<file path="src/rtl/fifo_sync_param.sv">
// Single-clock parametrised FIFO with occupancy count, almost-full/empty thresholds
// and selectable first-word-fall-through read mode. Optional OVF/UDF sticky flags under FIFO_ERR_FLAGS_EN.
module fifo_sync_param #(
  parameter int WIDTH     = 8,
  parameter int DEPTH     = 16,
  parameter int AFULL_TH  = DEPTH - 2,
  parameter int AEMPTY_TH = 2,
  parameter int FWFT      = 0
) (
  input  logic                   CLK,
  input  logic                   NRST,
  input  logic                   W_EN,
  input  logic [WIDTH-1:0]       W_DI,
  input  logic                   REN,
  output logic [WIDTH-1:0]       R_DO,
  output logic                   FULL,
  output logic                   EMPTY,
  output logic                   AFULL,
  output logic                   AEMPTY,
  output logic [$clog2(DEPTH):0] COUNT
`ifdef FIFO_ERR_FLAGS_EN
  ,
  output logic                   OVF,
  output logic                   UDF,
  input  logic                   ERR_CLR
`endif
);

  localparam int ADDRW = $clog2(DEPTH);
  localparam int CNTW  = ADDRW + 1;
  localparam logic [CNTW-1:0] DEPTH_C   = CNTW'(DEPTH);
  localparam logic [CNTW-1:0] AFULL_C   = CNTW'(AFULL_TH);
  localparam logic [CNTW-1:0] AEMPTY_C  = CNTW'(AEMPTY_TH);

  logic [WIDTH-1:0] mem_q [DEPTH];
  logic [ADDRW:0]   wptr_q, wptr_d, rptr_q, rptr_d;
  logic [CNTW-1:0]  count_q, count_d;
  logic             wr_acc, rd_acc;

  // Requests are qualified only by registered flags, so no full pass-through or empty bypass.
  always_comb begin
    wr_acc  = W_EN && !FULL;
    rd_acc  = REN && !EMPTY;
    wptr_d  = wptr_q;
    rptr_d  = rptr_q;
    count_d = count_q;
    if (wr_acc) wptr_d = wptr_q + 1'b1;
    if (rd_acc) rptr_d = rptr_q + 1'b1;
    case ({wr_acc, rd_acc})
      2'b10:   count_d = count_q + 1'b1;
      2'b01:   count_d = count_q - 1'b1;
      default: count_d = count_q;
    endcase
  end

  always_ff @(posedge CLK or negedge NRST) begin
    if (!NRST) begin
      wptr_q  <= '0;
      rptr_q  <= '0;
      count_q <= '0;
    end else begin
      wptr_q  <= wptr_d;
      rptr_q  <= rptr_d;
      count_q <= count_d;
    end
  end

  always_ff @(posedge CLK) begin
    if (wr_acc) mem_q[wptr_q[ADDRW-1:0]] <= W_DI;
  end

  assign COUNT  = count_q;
  assign FULL   = (count_q == DEPTH_C);
  assign EMPTY  = (count_q == '0);
  assign AFULL  = (count_q >= AFULL_C);
  assign AEMPTY = (count_q <= AEMPTY_C);

  // Occupancy comes from count_q, so the pointer wrap bits carry no extra information.
  logic unused_wrap;
  assign unused_wrap = wptr_q[ADDRW] ^ rptr_q[ADDRW];

  generate
    if (FWFT != 0) begin : g_fwft
      assign R_DO = EMPTY ? '0 : mem_q[rptr_q[ADDRW-1:0]];
    end else begin : g_reg
      logic [WIDTH-1:0] rdo_q;
      always_ff @(posedge CLK or negedge NRST) begin
        if (!NRST)       rdo_q <= '0;
        else if (rd_acc) rdo_q <= mem_q[rptr_q[ADDRW-1:0]];
      end
      assign R_DO = rdo_q;
    end
  endgenerate

`ifdef FIFO_ERR_FLAGS_EN
  logic ovf_q, ovf_d, udf_q, udf_d;

  // Set has priority over clear when both happen on the same edge.
  always_comb begin
    ovf_d = ovf_q;
    udf_d = udf_q;
    if (ERR_CLR) begin
      ovf_d = 1'b0;
      udf_d = 1'b0;
    end
    if (W_EN && FULL) ovf_d = 1'b1;
    if (REN && EMPTY) udf_d = 1'b1;
  end

  always_ff @(posedge CLK or negedge NRST) begin
    if (!NRST) begin
      ovf_q <= 1'b0;
      udf_q <= 1'b0;
    end else begin
      ovf_q <= ovf_d;
      udf_q <= udf_d;
    end
  end

  assign OVF = ovf_q;
  assign UDF = udf_q;
`endif

endmodule

</file>
<file path="config.mk">
export PLATFORM = sky130hd
export DESIGN_NAME = fifo_sync_param
export DESIGN_NICKNAME = d
export VERILOG_FILES = /design/src/rtl/fifo_sync_param.sv
export SDC_FILE = /design/constraint.sdc
export NUM_CORES = 1
export LEC_CHECK = 0
export ABC_AREA = 1
export CAP_MARGIN = 20
export CORE_ASPECT_RATIO = 0.8
export CORE_MARGIN = 2
export CORE_UTILIZATION = 45
export CTS_CLUSTER_SIZE = 16
export DETAILED_ROUTE_END_ITERATION = 12
export GPL_TIMING_DRIVEN = 0
export PLACE_DENSITY = 0.63
export SKIP_LAST_GASP = 1
export SLEW_MARGIN = 20
export SYNTH_ARGS = -nofsm -noshare
export SYNTH_HDL_FRONTEND = slang
export SYNTH_SLANG_ARGS = --single-unit
</file>
<file path="constraint.sdc">
create_clock -name CLK -period 6.2 [get_ports CLK]
set_clock_uncertainty 0.1 [all_clocks]
set_input_delay 0.62 -clock CLK [delete_from_list [all_inputs] [get_ports CLK]]
set_output_delay 0.62 -clock CLK [all_outputs]
set_load 0.02 [all_outputs]
</file>
==> impl_metrics.tcl <==
set metrics [dict create \
    outcome "complete, no violations" \
    power_density_mw_per_mm2 488 \
    cts_buffers 17 \
    syn_inst 660 \
    tns_ns 0 \
    clkPwrFrac 0.280 \
    cp_max_fo 10 \
    n_antenna_cell 0 \
    min_period_ns 2.68 \
    insertion_delay_ns 0.41 \
    routabilityCongestion 0.904 \
    syn2layout_area_growth_pct 17.0 \
    yosysWarnings 0 \
    crit_required_ns 6.46 \
    critPathKind "register to register" \
    r2r_slack_ns 3.52 \
    p_int_mw 2.37 \
    synth.net_count 682 \
    ys_ff_latch 149 \
    cts_setup_buffers 0 \
    syn_area_per_cell_um2 10.0 \
    firstDrtPassIters 5 \
    die_area_mm2 0.0157 \
    hold_violations 0 \
    worstSetupEndpointType "register" \
    drv_cap 0 \
    seq_power_share 0.353 \
    worst_slew_pin_slew_ns 0.885 \
    routed_wl_um 16100 \
    vdd_ir_drop_max_mv 0.241 \
    yosysUniqueCellTypes 21 \
    grt_max_degree 22 \
    port_buffers 28 \
    cts_sinks 149 \
    route.antenna.remaining_nets 0 \
    post_drt_via_cell_ratio 5.02 \
    max_freq_ghz 0.372 \
    grt_pass1_wl_um 25100 \
    netlist_area_mm2 0.00663 \
    slowest_delay_ns 0.44 \
    place_ws_ns 3.34 \
    chipWidth_um 140 \
    track_usage 0.218 \
    final_util 0.541 \
    ctsHoldBuffers 0 \
    cp-start-kind "register" \
    swShare 0.375 \
    dp_hpwl_um 11300 \
    n_fill_cell 1260 \
    layout-drive-gt1-share 0.0806 \
    clock_path_buffers 2 \
    vias 4540 \
    ys_seq_area_frac 0.659 \
    relSlewSlack 0.408 \
    p_leak_nw 3.45 \
    coreArea_mm2 0.0143 \
    io_pins 29 \
    path_cells "nor2_1 > nand4_1 > nand2_1 > inv_1 > buf_2 > ha_1 > fa_1 > a21oi_1 > nor2_1 > nor2_1 > xor2_1 > nand2_1 > nand2_1" \
    arrival_ns 2.94 \
    antenna_found_initial 0 \
    combinationalPowerShare 0.367 \
    rsz0062_at_grt "false" \
    fin_crit_sh 0.433 \
    min_path_type "primary input to asynchronous set/reset pin" \
    yosys-top-cells-area "edfxtp_1, nand2_1, dfrtp_1, nand3_1, inv_1" \
    drt-initial-drc-count 465 \
    worst_path_max_delay_cell "dfrtp_1" \
    cts_tree "yes" \
    wl_per_cell_um 17.8 \
    setup_violations 0 \
    die-height_um 113 \
    rows 39 \
    cts_root_buffer "clkbuf_16" \
    drc 0 \
    ctsResizeCount 0 \
    maxSlewViolCount 0 \
    htree_levels 4 \
    initial_utilization 0.462 \
    path_clk_slew_ns 0.06 \
    p_switching_mw 1.42 \
    synth_top_area_frac 0.580 \
    grt_pass1_vias 4509 \
    worst_slack_ns 3.52 \
    nNetsFinal 729 \
    grt_overflow_total 0 \
    synth_top_area_cell "edfxtp_1" \
]
==> cells in the final DEF (no fill, tap or decap), drive strengths merged <==
cell type	count
nand2	214
o21ai	5
a21boi	1
xor2	7
clkinv	7
fa	1
ha	9
dfrtp	21
buf	26
bufinv	2
edfxtp	128
a21oi	3
nand3	99
nand4	2
clkbuf	24
nor2	24
xnor2	2
inv	117
a31oi	1
clkdlybuf4s50	27
==> state kept, by name, indices dropped and copies added, names as in the netlist <==
register  flops
COUNT         5
rptr_q        4
wptr_q        4
mem_q       128
R_DO          8
==> logic make-up (layout without fill, tap and decap cells) <==
group,after synthesis,in the layout,share of synthesized area
AO/OA/AOI/OAI,10,10,0.00812
flip-flops,149,149,0.659
AND/OR/NAND/NOR,339,339,0.211
buffers and inverters,143,203,0.0893
XOR/XNOR,9,9,0.0119
adder cells (fa/ha/maj),10,10,0.0200
==> final cells by class <==
type	instances	area (um2)	area share
Multi-Input combinational cell	368	1670	0.215
Buffer	27	156	0.0202
Tap cell	184	230	0.0297
Clock inverter	10	114	0.0147
Inverter	116	435	0.0561
Timing Repair Buffer	28	275	0.0355
Clock buffer	22	508	0.0655
Sequential cell	149	4370	0.563
==> synth_stat cells, drive strengths merged <==
| cell | count |
|---|---|
| nor2 | 24 |
| a21oi | 3 |
| nand4 | 2 |
| nand2 | 214 |
| a21boi | 1 |
| dfrtp | 21 |
| edfxtp | 128 |
| buf | 25 |
| a31oi | 1 |
| ha | 9 |
| fa | 1 |
| xor2 | 7 |
| clkbuf | 2 |
| xnor2 | 2 |
| nand3 | 99 |
| clkinv | 1 |
| inv | 115 |
| o21ai | 5 |
==> power by group through the flow <==
stage	Clock, mW	Combinational (mW)	Sequential (mW)
after CTS	1.07	1.37	1.34
after floorplan	0	0.822	1.39
final	1.06	1.39	1.34
after global routing	1.12	1.51	1.36
after detailed placement	0	1.36	1.36
after global placement	0	1.34	1.35
==> final timing paths <==
kind                       cells past startpoint     start   endpoint
min                                            1      NRST    R_DO[0]
max                                           13  COUNT[3]   COUNT[4]
max in group asynchronous                      1      NRST  wptr_q[1]
max reg2reg                                   13  COUNT[3]   COUNT[4]
min in group CLK                               2   R_DO[0]    R_DO[0]
min reg2reg                                    2   R_DO[0]    R_DO[0]
==> metal layers <==
| layer | GRT usage | up-vias | wire [um] |
|---|---|---|---|
| met4 | 0.0627 | 0 | 237 |
| met1 | 0.323 | 2136 | 7510 |
| met3 | 0.0563 | 24 | 1370 |
| met2 | 0.318 | 173 | 6960 |
| li1 | - | 2207 | - |
| met5 | 0 | - | 0 |
==> worst max-delay path, delay by kind of cell (launching register included) <==
| kind | cells | cell delay, ns |
|---|---|---|
| xor+xnor | 1 | 0.17 |
| flops | 1 | 0.44 |
| simple gates | 7 | 0.75 |
| compound gates | 1 | 0.17 |
| fa+ha+maj | 2 | 0.72 |
| buf+inv | 2 | 0.27 |
==> metrics by stage <==
step	std cells	area [um2]	total power [mW]	hold slack [ns]
after floorplan	660	6630	2.21	0.224
after global placement	872	7140	2.69	0.367
after detailed placement	872	7140	2.72	0.368
after CTS	904	7760	3.78	0.388
after global routing	904	7750	3.99	0.101
final	904	7750	3.79	0.0685
Power figures use the tool's default switching activity.
